`config.mk`:
```
export PLATFORM = sky130hd
export DESIGN_NAME = multicycle_control_unit
export DESIGN_NICKNAME = d
export VERILOG_FILES = /design/src/rtl/multicycle_control_unit.sv
export SDC_FILE = /design/constraint.sdc
export NUM_CORES = 1
export LEC_CHECK = 0
export ABC_AREA = 1
export BUFFER_PORTS_ARGS = -buffer_cell sky130_fd_sc_hd__buf_2
export CORE_UTILIZATION = 35
export CTS_BUF_LIST = sky130_fd_sc_hd__clkbuf_8
export DETAILED_ROUTE_END_ITERATION = 8
export HOLD_SLACK_MARGIN = 0.06
export MAX_ROUTING_LAYER = met4
export PLACE_DENSITY = 0.74
export SYNTH_ARGS = -nofsm -noshare
export SYNTH_HDL_FRONTEND = slang
export SYNTH_SLANG_ARGS = --single-unit
```
`constraint.sdc`:
```
create_clock -name clk -period 1.4 [get_ports clk]
set_input_delay 0.14 -clock clk [delete_from_list [all_inputs] [get_ports clk]]
set_output_delay 0.14 -clock clk [all_outputs]
set_load 0.02 [all_outputs]
```
`src/rtl/multicycle_control_unit.sv`:
```
// multicycle_control_unit: Moore FSM sequencing a MIPS instruction over 3-5 cycles.
// Ports: clk, rst_n (async, active low); Instruction_op (opcode), MemReady (memory done);
// datapath strobes PCWrite, Branch, IorD, MemRead, MemWrite, IRWrite, MemtoReg, RegDst,
// RegWrite, ALUSrcA, ALUSrcB, ALUOp, PCSrc; IllegalOp pulse; State for debug.
module multicycle_control_unit #(
  parameter bit MEM_WAIT = 1'b1,
  parameter bit ENABLE_ADDI = 1'b1,
  parameter bit ENABLE_JUMP = 1'b1
) (
  input  logic       clk,
  input  logic       rst_n,
  input  logic [5:0] Instruction_op,
  input  logic       MemReady,
  output logic       PCWrite,
  output logic       Branch,
  output logic       IorD,
  output logic       MemRead,
  output logic       MemWrite,
  output logic       IRWrite,
  output logic       MemtoReg,
  output logic       RegDst,
  output logic       RegWrite,
  output logic       ALUSrcA,
  output logic [1:0] ALUSrcB,
  output logic [1:0] ALUOp,
  output logic [1:0] PCSrc,
  output logic       IllegalOp,
  output logic [3:0] State
);
  typedef enum logic [3:0] {
    IDLE, FETCH, DECODE, MEMADR, MEMRD, MEMWB, MEMWR,
    EXECUTE, ALUWB, BRANCH, ADDIEX, ADDIWB, JUMP, ILLEGAL
  } state_t;
  state_t state, nextState;
  logic rdy;
  assign rdy = MemReady | ~MEM_WAIT;
  assign State = state;
  always_ff @(posedge clk or negedge rst_n)
    if (!rst_n) state <= IDLE;
    else state <= nextState;
  always_comb begin
    PCWrite = 1'b0;
    Branch = 1'b0;
    IorD = 1'b0;
    MemRead = 1'b0;
    MemWrite = 1'b0;
    IRWrite = 1'b0;
    MemtoReg = 1'b0;
    RegDst = 1'b0;
    RegWrite = 1'b0;
    ALUSrcA = 1'b0;
    ALUSrcB = 2'b00;
    ALUOp = 2'b00;
    PCSrc = 2'b00;
    IllegalOp = 1'b0;
    nextState = IDLE;
    case (state)
      IDLE: nextState = FETCH;
      FETCH: begin
        MemRead = 1'b1;
        ALUSrcB = 2'b01;
        // the instruction latch and PC+4 only commit once memory delivers
        IRWrite = rdy;
        PCWrite = rdy;
        nextState = rdy ? DECODE : FETCH;
      end
      DECODE: begin
        ALUSrcB = 2'b11;
        case (Instruction_op)
          6'b000000: nextState = EXECUTE;
          6'b100011, 6'b101011: nextState = MEMADR;
          6'b000100: nextState = BRANCH;
          6'b001000: nextState = ENABLE_ADDI ? ADDIEX : ILLEGAL;
          6'b000010: nextState = ENABLE_JUMP ? JUMP : ILLEGAL;
          default: nextState = ILLEGAL;
        endcase
      end
      MEMADR: begin
        ALUSrcA = 1'b1;
        ALUSrcB = 2'b10;
        nextState = (Instruction_op == 6'b100011) ? MEMRD : MEMWR;
      end
      MEMRD: begin
        MemRead = 1'b1;
        IorD = 1'b1;
        nextState = rdy ? MEMWB : MEMRD;
      end
      MEMWB: begin
        MemtoReg = 1'b1;
        RegWrite = 1'b1;
        nextState = FETCH;
      end
      MEMWR: begin
        MemWrite = 1'b1;
        IorD = 1'b1;
        nextState = rdy ? FETCH : MEMWR;
      end
      EXECUTE: begin
        ALUSrcA = 1'b1;
        ALUOp = 2'b10;
        nextState = ALUWB;
      end
      ALUWB: begin
        RegDst = 1'b1;
        RegWrite = 1'b1;
        nextState = FETCH;
      end
      BRANCH: begin
        ALUSrcA = 1'b1;
        ALUOp = 2'b01;
        Branch = 1'b1;
        PCSrc = 2'b01;
        nextState = FETCH;
      end
      ADDIEX: begin
        ALUSrcA = 1'b1;
        ALUSrcB = 2'b10;
        nextState = ADDIWB;
      end
      ADDIWB: begin
        RegWrite = 1'b1;
        nextState = FETCH;
      end
      JUMP: begin
        PCWrite = 1'b1;
        PCSrc = 2'b10;
        nextState = FETCH;
      end
      ILLEGAL: begin
        IllegalOp = 1'b1;
        nextState = FETCH;
      end
      default: nextState = IDLE;
    endcase
  end
endmodule

```
==> flow_summary_export.csv, run 1 <==
group,metric,value,unit
power_and_ir_drop,p_switching,1.06,mW
die,rows,13,
worst_setup_path,crit_family,"flip-flops",
yosys,synth_top_cells_by_count,"nand2_1, nor2_1, inv_1",
cts,cts_tree,"built",
drt,wire_per_inst,10.8,um
drt,drt-pass1-iter-count,4,
grt,grt_max_degree,7,
cts,clock_path_buffers,2,
grt,grt_pass1_vias,542,
grt,grt_overflow,0,
worst_setup_path,path_cells,"nand2_2 > nor2_2 > a31oi_1 > nand2_1 > buf_2",
yosys,yosysMostFrequentCell,"nand2_1",
cts,clock_latency,220,ps
worst_setup_path,end_kind,"primary output",
outcome,outcome,"finished, violations left",
cts,root_buffer,"clkbuf_8",
layout,fin_area,870,um^2
sta,hold_slack,272,ps
yosys,syn_area_per_cell,5.67,um^2
yosys,synthDominantCellAreaShare,20.3,%
layout,nets,142,
yosys,syn_nets,96,
die,coreArea,1300,um^2
layout,n_antenna_cell,0,
yosys,synth_seq_area_share,20.3,%
sta,skew,1.65,ps
placed_design,gp_congestion,0.771,
layout,drive_above_1_share,55.7,%
yosys,yosys-top-cells-area,"dfrtp_1, nand2_1, nor2_1",
sta,rsz0062_at_grt,"true",
power_and_ir_drop,power,2.04,mW
placed_design,dpl_worst_slack,103,ps
worst_setup_path,cpMaxStageDelayCell,"dfrtp_2",
sta,fmaxAchievable,673,MHz
drt,avgViaCountPerCell,4.76,
layout,layout.cells.non_filler,146,
grt,antenna_found_initial,0,
cts,cts_sinks,4,
worst_setup_path,r2r_start,"State[2]",
sta,hold_viol_final,0,
cts,numCtsBuffers,3,
yosys,synth_flop_cell,"dfrtp_1",
die,die_h,39.5,um
placed_design,place_area,662,um^2
yosys,yosysUniqueCellTypes,20,
yosys,synth-async-reset-ratio,100,%
sta,min_period,1490,ps
worst_setup_path,cp_max_fo,5,
yosys,yosysTopAreaCell,"dfrtp_1",
yosys,ys_seq_elements,4,
placed_design,dp.cells,130,
power_and_ir_drop,leakage,0.501,nW
sta,finalMaxSlewViolations,0,
die,die_w,39.5,um
yosys,synth-edff-count,0,
worst_hold_path,hold_path_class,"primary input to async pin",
sta,finalWorstSetupSlack,-85.4,ps
drt,drt-total-wl,1.58,mm
yosys,synth_warnings,0,
cts,path_clk_slew,30,ps
worst_setup_path,critPathMaxStageDelay,450,ps
worst_setup_path,cp-start-kind,"flip-flop",
drt,routed-via-count,695,
power_and_ir_drop,power.density,2350,nW/um^2
drt,drc,0,
die,start_util,37.9,%
placed_design,numPortBuffers,29,
drt,postRouteAntennaNets,0,
cts,cts_max_level,1,
yosys,synthCells,87,
power_and_ir_drop,intPower,0.984,mW
worst_setup_path,crit_required,1260,ps
power_and_ir_drop,irDropWorstVdd,855,uV
worst_setup_path,crit_type,"flip-flop to primary output",
power_and_ir_drop,seq_power_share,12.0,%
sta,setup_viol,5,
power_and_ir_drop,p_clk_share,11.8,%
layout,largest_reg_flops,4,
worst_setup_path,startpoint,"State[2]",
drt,drt_iter0_drc,11,
grt,track_usage,23.5,%
worst_setup_path,cp.buffers_inverters,1,
outcome,failed_checks,"negative setup slack",
grt,grt_pass1_wl,2.31,mm
yosys,syn-cell-area,493,um^2
power_and_ir_drop,combPwrFrac,76.1,%
die,ios,30,
sta,timing.final.crit_share,106,%
worst_setup_path,arrival,1350,ps
layout,area_growth,76.4,%
flow_run,drv_cap,0,
die,die_area,1560,um^2
sta,relSlewSlack,83.4,%
power_and_ir_drop,switching_share,51.9,%
sta,worst_pin_slew,248,ps
placed_design,dp_hpwl,1.06,mm
## through the flow
| step | utilization [%] | setup TNS [ps] |
|---|---|---|
| after detailed placement | 50.9 | 0 |
| after floorplan | - | -115 |
| after global routing | 66.8 | -800 |
| after CTS | 61.3 | -144 |
| final | 66.8 | -255 |
| after global placement | 50.9 | 0 |
## worst reg2reg max path, delay by kind of cell (launching register included)
kind / cells / cell delay (ps)
AO/OA/AOI/OAI: 1 / 100
buffers and inverters: 2 / 230
flip-flops: 1 / 450
AND/OR/NAND/NOR: 3 / 360
## path summary, 6_finish.rpt
path	slack, ps	to	cells after the start
worst max-delay path	-90	ALUSrcA	5
worst min-delay path	270	State[1]	2
worst max register to register	160	State[1]	6
worst min register to register	710	State[0]	4
max in group asynchronous	1000	State[2]	2
min in group clk	300	State[1]	5
## cells by family after synthesis
logic type	after synthesis	synth area share, %
buffers and inverters	18	14.5
DFF	4	20.3
AOI/OAI and AO/OA	9	11.9
and+or+nand+nor	56	53.3
## layer usage
metal | routed length, um | up-vias | share of wire, % | GRT usage (%)
met5 | 0 | - | 0 | -
met4 | 0 | 0 | 0 | 12.9
met3 | 61 | 0 | 3.9 | 5.11
met2 | 868 | 22 | 55 | 39.8
met1 | 651 | 311 | 41 | 25.2
li1 | - | 362 | - | -
## power groups by stage
stage               combinational, mW  sequential [mW]  clock [mW]
global route                     1.68            0.257       0.252
finish                           1.56            0.246       0.242
floorplan                       0.779            0.288           0
global placement                 1.15            0.229           0
CTS                              1.38            0.235       0.246
detailed placement               1.15            0.231           0
## repair_timing
action,CTS,global route
pin swaps,1,2
setup endpoints to repair,6,13
hold buffers,1,0
hold endpoints to repair,4,0
gates resized for setup,10,15
setup buffers,8,4
## layout make-up
| class | instances | area [um^2] |
|---|---|---|
| Fill cell | 106 | 432 |
| Multi-Input combinational cell | 65 | 365 |
| Timing Repair Buffer | 42 | 277 |
| Sequential cell | 4 | 101 |
| Inverter | 17 | 66.3 |
| Clock buffer | 3 | 41.3 |
| Tap cell | 15 | 18.8 |
## layout by cell type (no fill, tap or decap), types with 2 or more instances in the layout
cell	synthesis	routed
buf_2	0	21
buf_4	1	17
buf_6	0	3
clkbuf_8	0	3
dfrtp_1	4	3
inv_1	11	10
inv_2	6	6
nand2_1	17	15
nand2_2	4	5
nand2_4	1	2
nand3_1	10	10
nor2_1	16	10
nor2_2	3	8
nor2_4	1	2
nor3_2	0	2
o211ai_1	2	2
No activity file was read; power rests on OpenSTA's default activity.
==> run 2, diff against run 1 <==
--- a/config.mk
+++ b/config.mk
@@ -10,6 +10,7 @@
 export CORE_UTILIZATION = 35
 export CTS_BUF_LIST = sky130_fd_sc_hd__clkbuf_8
 export DETAILED_ROUTE_END_ITERATION = 8
+export GPL_TIMING_DRIVEN = 0
 export HOLD_SLACK_MARGIN = 0.06
 export MAX_ROUTING_LAYER = met4
 export PLACE_DENSITY = 0.74
==> run 2 against run 1 <==
  * The flow still finishes with violations (negative setup slack)
  * Clock power rose by 7%
  * Count of clock-buffer cells in the layout did not move
  * Via count rose by 16%
  * First-iteration DRC count rose to 2.5 times the previous value
  * Sequential share of layout area fell by 0.71 points
  * Sequential cell count did not move
  * Worst setup slack got worse by 69 ps
  * Combinational power rose by 17%
  * Largest cell class unchanged
  * Die area did not move
  * Critical endpoint unchanged
==> flow_summary_export.csv, run 2 (same netlist as run 1, synthesis figures left out) <==
group,metric,value,unit
cts,cts_tree,"built",
outcome,outcome,"finished, violations left",
sta,timing.final.crit_share,111,%
drt,drc,0,
sta,fmaxAchievable,644,MHz
grt,grt_pass1_wl,2.53,mm
layout,layout.cells.non_filler,150,
worst_setup_path,path_cells,"nor2_4 > inv_4 > nor2_2 > nor2_1 > nand2_1 > buf_2",
drt,drt_iter0_drc,28,
layout,multi_input_area,397,um^2
grt,grt_pass1_vias,607,
die,rows,13,
placed_design,dp_hpwl,1.09,mm
layout,largest_reg_flops,4,
worst_setup_path,crit_type,"flip-flop to primary output",
layout,area_growth,90.1,%
layout,nets,146,
drt,routed-via-count,808,
die,ios,30,
die,die_area,1560,um^2
die,start_util,37.9,%
cts,clock_path_buffers,2,
sta,rsz0062_at_grt,"true",
cts,numCtsBuffers,3,
cts,cts_sinks,4,
grt,antenna_found_initial,0,
die,die_h,39.5,um
sta,hold_viol_final,0,
layout,num-fill-cells,96,
worst_setup_path,rrSetupSlack,30,ps
worst_setup_path,crit_family,"simple AND/OR/NAND/NOR gates",
cts,root_buffer,"clkbuf_8",
power_and_ir_drop,power.density,2510,nW/um^2
worst_setup_path,arrival,1410,ps
sta,skew,4.31,ps
layout,final_common_cell,"buf_2",
sta,min_period,1550,ps
die,die_w,39.5,um
placed_design,numPortBuffers,29,
worst_setup_path,crit_required,1260,ps
power_and_ir_drop,power,2.36,mW
power_and_ir_drop,irDropWorstVdd,921,uV
layout,seq_area,103,um^2
worst_setup_path,critPathMaxStageDelay,470,ps
layout,drive_above_1_share,59.3,%
layout,final_core_util,72.0,%
worst_setup_path,end_kind,"primary output",
sta,finalWorstSetupSlack,-154,ps
worst_setup_path,cp-start-kind,"flip-flop",
die,coreArea,1300,um^2
sta,relSlewSlack,84.6,%
drt,avgViaCountPerCell,5.39,
sta,worst_pin_slew,230,ps
power_and_ir_drop,leakage,0.528,nW
worst_setup_path,cp.buffers_inverters,2,
cts,path_clk_slew,30,ps
layout,mostFrequentLayoutCells,"buf_2, buf_4, nand2_1",
worst_setup_path,startpoint,"State[2]",
drt,postRouteAntennaNets,0,
worst_hold_path,hold_path_class,"primary input to async pin",
sta,setup_viol,12,
layout,n_antenna_cell,0,
placed_design,gp_congestion,0.741,
grt,grt_overflow,0,
drt,wire_per_inst,14.1,um
cts,cts_max_level,1,
placed_design,dp.cells,131,
worst_setup_path,cpMaxStageDelayCell,"dfrtp_2",
grt,grt_max_degree,7,
worst_setup_path,cp_max_fo,5,
cts,clock_latency,230,ps
outcome,failed_checks,"negative setup slack",
drt,drt-pass1-iter-count,4,
worst_setup_path,r2r_start,"State[1]",
flow_run,drv_cap,0,
drt,drt-total-wl,2.12,mm
grt,track_usage,25.9,%
sta,finalMaxSlewViolations,0,
==> run 2: cell type report <==
type,count,area share [%]
multi-input cells,65,42.3
repair buffers,45,31.6
flip-flops and latches,4,10.9
inverters,17,7.88
clock buffers,3,4.41
well taps,15,2.00
plain buffers,1,0.801
==> run 2: worst paths after layout <==
kind,endpoint,depth (start not counted)
min in group clk,State[0],3
worst min-delay path,State[1],2
worst min register to register,State[0],3
worst max-delay path,ALUSrcA,6
worst max register to register,State[1],8
max in group asynchronous,State[0],2
==> run 2: worst register-to-register path: cells and delay by family, from the launching register on <==
kind                   cells  cell delay (ps)
AND/OR/NAND/NOR            4              350
AO/OA/AOI/OAI              2              200
flip-flops                 1              380
buffers and inverters      2              290
==> run 2: stage by stage <==
step,setup slack (ps),hold slack (ps),setup TNS (ps),area [um^2]
2_1_floorplan,-53.6,-156,-115,505
3_3_place_gp,89.8,-57.9,0,669
3_5_place_dp,90.3,-55.5,0,669
4_1_cts,-40.1,252,-192,806
5_1_grt,-192,290,-1200,937
6_report,-154,261,-726,937
==> run 2: power breakdown <==
group          switching, mW  internal (mW)
combinational           1.09          0.748
sequential            0.0903          0.174
clock                 0.0732          0.184
total                   1.25           1.11
==> run 2: what timing repair did <==
action | CTS | global route
endpoints found under the setup margin | 8 | 16
gates resized for setup | 13 | 20
hold buffers | 1 | 0
pin swaps | 2 | 3
endpoints found under the hold margin | 4 | 0
setup buffers | 7 | 8
==> run 2: per-layer routing <==
| layer | global-route usage (%) | vias to the layer above | share of wire [%] |
|---|---|---|---|
| met4 | 15.5 | 0 | 3.9 |
| met1 | 27.5 | 358 | 39 |
| met3 | 5.11 | 16 | 9.6 |
| met2 | 43.9 | 62 | 48 |
| li1 | - | 372 | - |
| met5 | - | - | 0 |
==> run 3, diff against run 2 <==
==> constraint.sdc (replaced) <==
create_clock -name clk -period 1.4 [get_ports clk]
set_input_delay 0.07 -clock clk [delete_from_list [all_inputs] [get_ports clk]]
set_output_delay 0.07 -clock clk [all_outputs]
set_load 0.02 [all_outputs]
==> run 3 against run 2 <==
  * The run still ends with negative setup slack left
  * Critical path depth is 1 lower
  * Non-clock buffer count is 8 lower
  * Clock skew is 3.8 ps lower
  * Critical endpoint unchanged
  * Largest cell class unchanged
==> flow_summary_export.csv, run 3 (same netlist as run 1, synthesis figures left out) <==
group,metric,value,unit
worst_setup_path,startpoint,"State[2]",
power_and_ir_drop,power,1.92,mW
drt,drt-pass1-iter-count,4,
placed_design,dp.cells,131,
worst_setup_path,r2r_start,"State[3]",
layout,fin_area,810,um^2
sta,finalWorstSetupSlack,-32.0,ps
layout,nets,138,
sta,skew,0.462,ps
layout,multi_input_area,354,um^2
outcome,outcome,"finished, violations left",
layout,final_core_util,62.2,%
die,coreArea,1300,um^2
worst_setup_path,cpMaxStageDelayCell,"dfrtp_2",
worst_setup_path,end_kind,"primary output",
drt,drc,0,
worst_setup_path,cp.buffers_inverters,1,
grt,track_usage,23.5,%
sta,timing.final.crit_share,102,%
worst_setup_path,crit_required,1330,ps
layout,area_growth,64.2,%
cts,cts_max_level,1,
die,rows,13,
power_and_ir_drop,leakage,0.480,nW
worst_setup_path,crit_type,"flip-flop to primary output",
grt,grt_pass1_wl,2.28,mm
die,die_w,39.5,um
sta,setup_tns,-37.8,ps
layout,drive_above_1_share,52.8,%
cts,numCtsBuffers,3,
worst_setup_path,rrSetupSlack,150,ps
sta,worst_pin_slew,261,ps
sta,finalMaxSlewViolations,0,
die,start_util,37.9,%
placed_design,numPortBuffers,29,
drt,wire_per_inst,11.0,um
cts,path_clk_slew,30,ps
cts,clock_latency,230,ps
worst_setup_path,r2r_cells,8,
worst_hold_path,hold_path_class,"primary input to async pin",
drt,routed-via-count,703,
die,die_h,39.5,um
cts,clock_path_buffers,2,
die,die_area,1560,um^2
worst_setup_path,path_cells,"nand2_2 > nor2_2 > a31oi_1 > nand2_1 > buf_2",
worst_setup_path,cp-start-kind,"flip-flop",
placed_design,dp_hpwl,1.09,mm
power_and_ir_drop,power.density,2370,nW/um^2
drt,drt_iter0_drc,1,
die,ios,30,
layout,final_common_cell,"buf_2",
drt,drt-total-wl,1.56,mm
flow_run,drv_cap,0,
outcome,failed_checks,"negative setup slack",
sta,rsz0062_at_grt,"true",
grt,grt_max_degree,8,
worst_setup_path,crit_family,"flip-flops",
worst_setup_path,critPathMaxStageDelay,450,ps
sta,setup_viol,2,
sta,hold_viol_final,0,
cts,cts_tree,"built",
layout,seq_area,103,um^2
power_and_ir_drop,irDropWorstVdd,1020,uV
worst_setup_path,rr_endpoint,"State[1]",
drt,postRouteAntennaNets,0,
grt,grt_pass1_vias,566,
cts,root_buffer,"clkbuf_8",
grt,antenna_found_initial,0,
layout,num-fill-cells,119,
sta,min_period,1430,ps
worst_setup_path,cp_max_fo,5,
drt,avgViaCountPerCell,4.95,
worst_setup_path,arrival,1360,ps
sta,fmaxAchievable,698,MHz
layout,mostFrequentLayoutCells,"buf_2, nand2_1, nor2_1",
layout,largest_reg_flops,4,
placed_design,gp_congestion,0.741,
layout,layout.cells.non_filler,142,
placed_design,place_area,669,um^2
layout,n_antenna_cell,0,
sta,hold_slack,184,ps
sta,relSlewSlack,82.5,%
grt,grt_overflow,0,
cts,cts_sinks,4,
placed_design,dpl_worst_slack,160,ps
run 3: cell count changes in the layout (fill, tap and decap cells not counted), sizes merged:
cell,delta
buf,-8
run 3: power by group:
| part | internal (mW) | switching [mW] | leakage (nW) |
|---|---|---|---|
| clock | 0.185 | 0.0752 | 0.0216 |
| sequential | 0.174 | 0.0761 | 0.0484 |
| combinational | 0.523 | 0.885 | 0.410 |
run 3: layout make-up:
class,count,area share [%]
timing repair buffer,37,27.0
buffer,1,0.927
tap,15,2.32
sequential,4,12.7
multi-input combinational,65,43.7
clock buffer,3,5.10
inverter,17,8.19
run 3: how the worst max path moves through the flow:
stage / end / slack (ps) / cells after the start
final: ALUSrcA / -30 / 5
after global routing: ALUSrcA / -120 / 6
after CTS: PCWrite / -10 / 7
after detailed placement: PCWrite / 160 / 7
after global placement: PCWrite / 160 / 7
after floorplan: RegWrite / 20 / 6
run 3: what timing repair did:
item | 4_1_cts | 5_1_grt
endpoints found under the hold margin | 4 | 0
buffers inserted | 1 | 6
pin swaps | 0 | 5
resized for setup | 5 | 10
hold buffers | 1 | 0
endpoints found under the setup margin | 4 | 8
run 3: layer usage:
layer / vias to the layer above / share of wire, % / global-route usage (%)
met4: 0 / 1.9 / 15.5
li1: 360 / - / -
met2: 25 / 50 / 38.1
met3: 3 / 5.4 / 5.11
met1: 315 / 43 / 25.4
met5: - / 0 / -
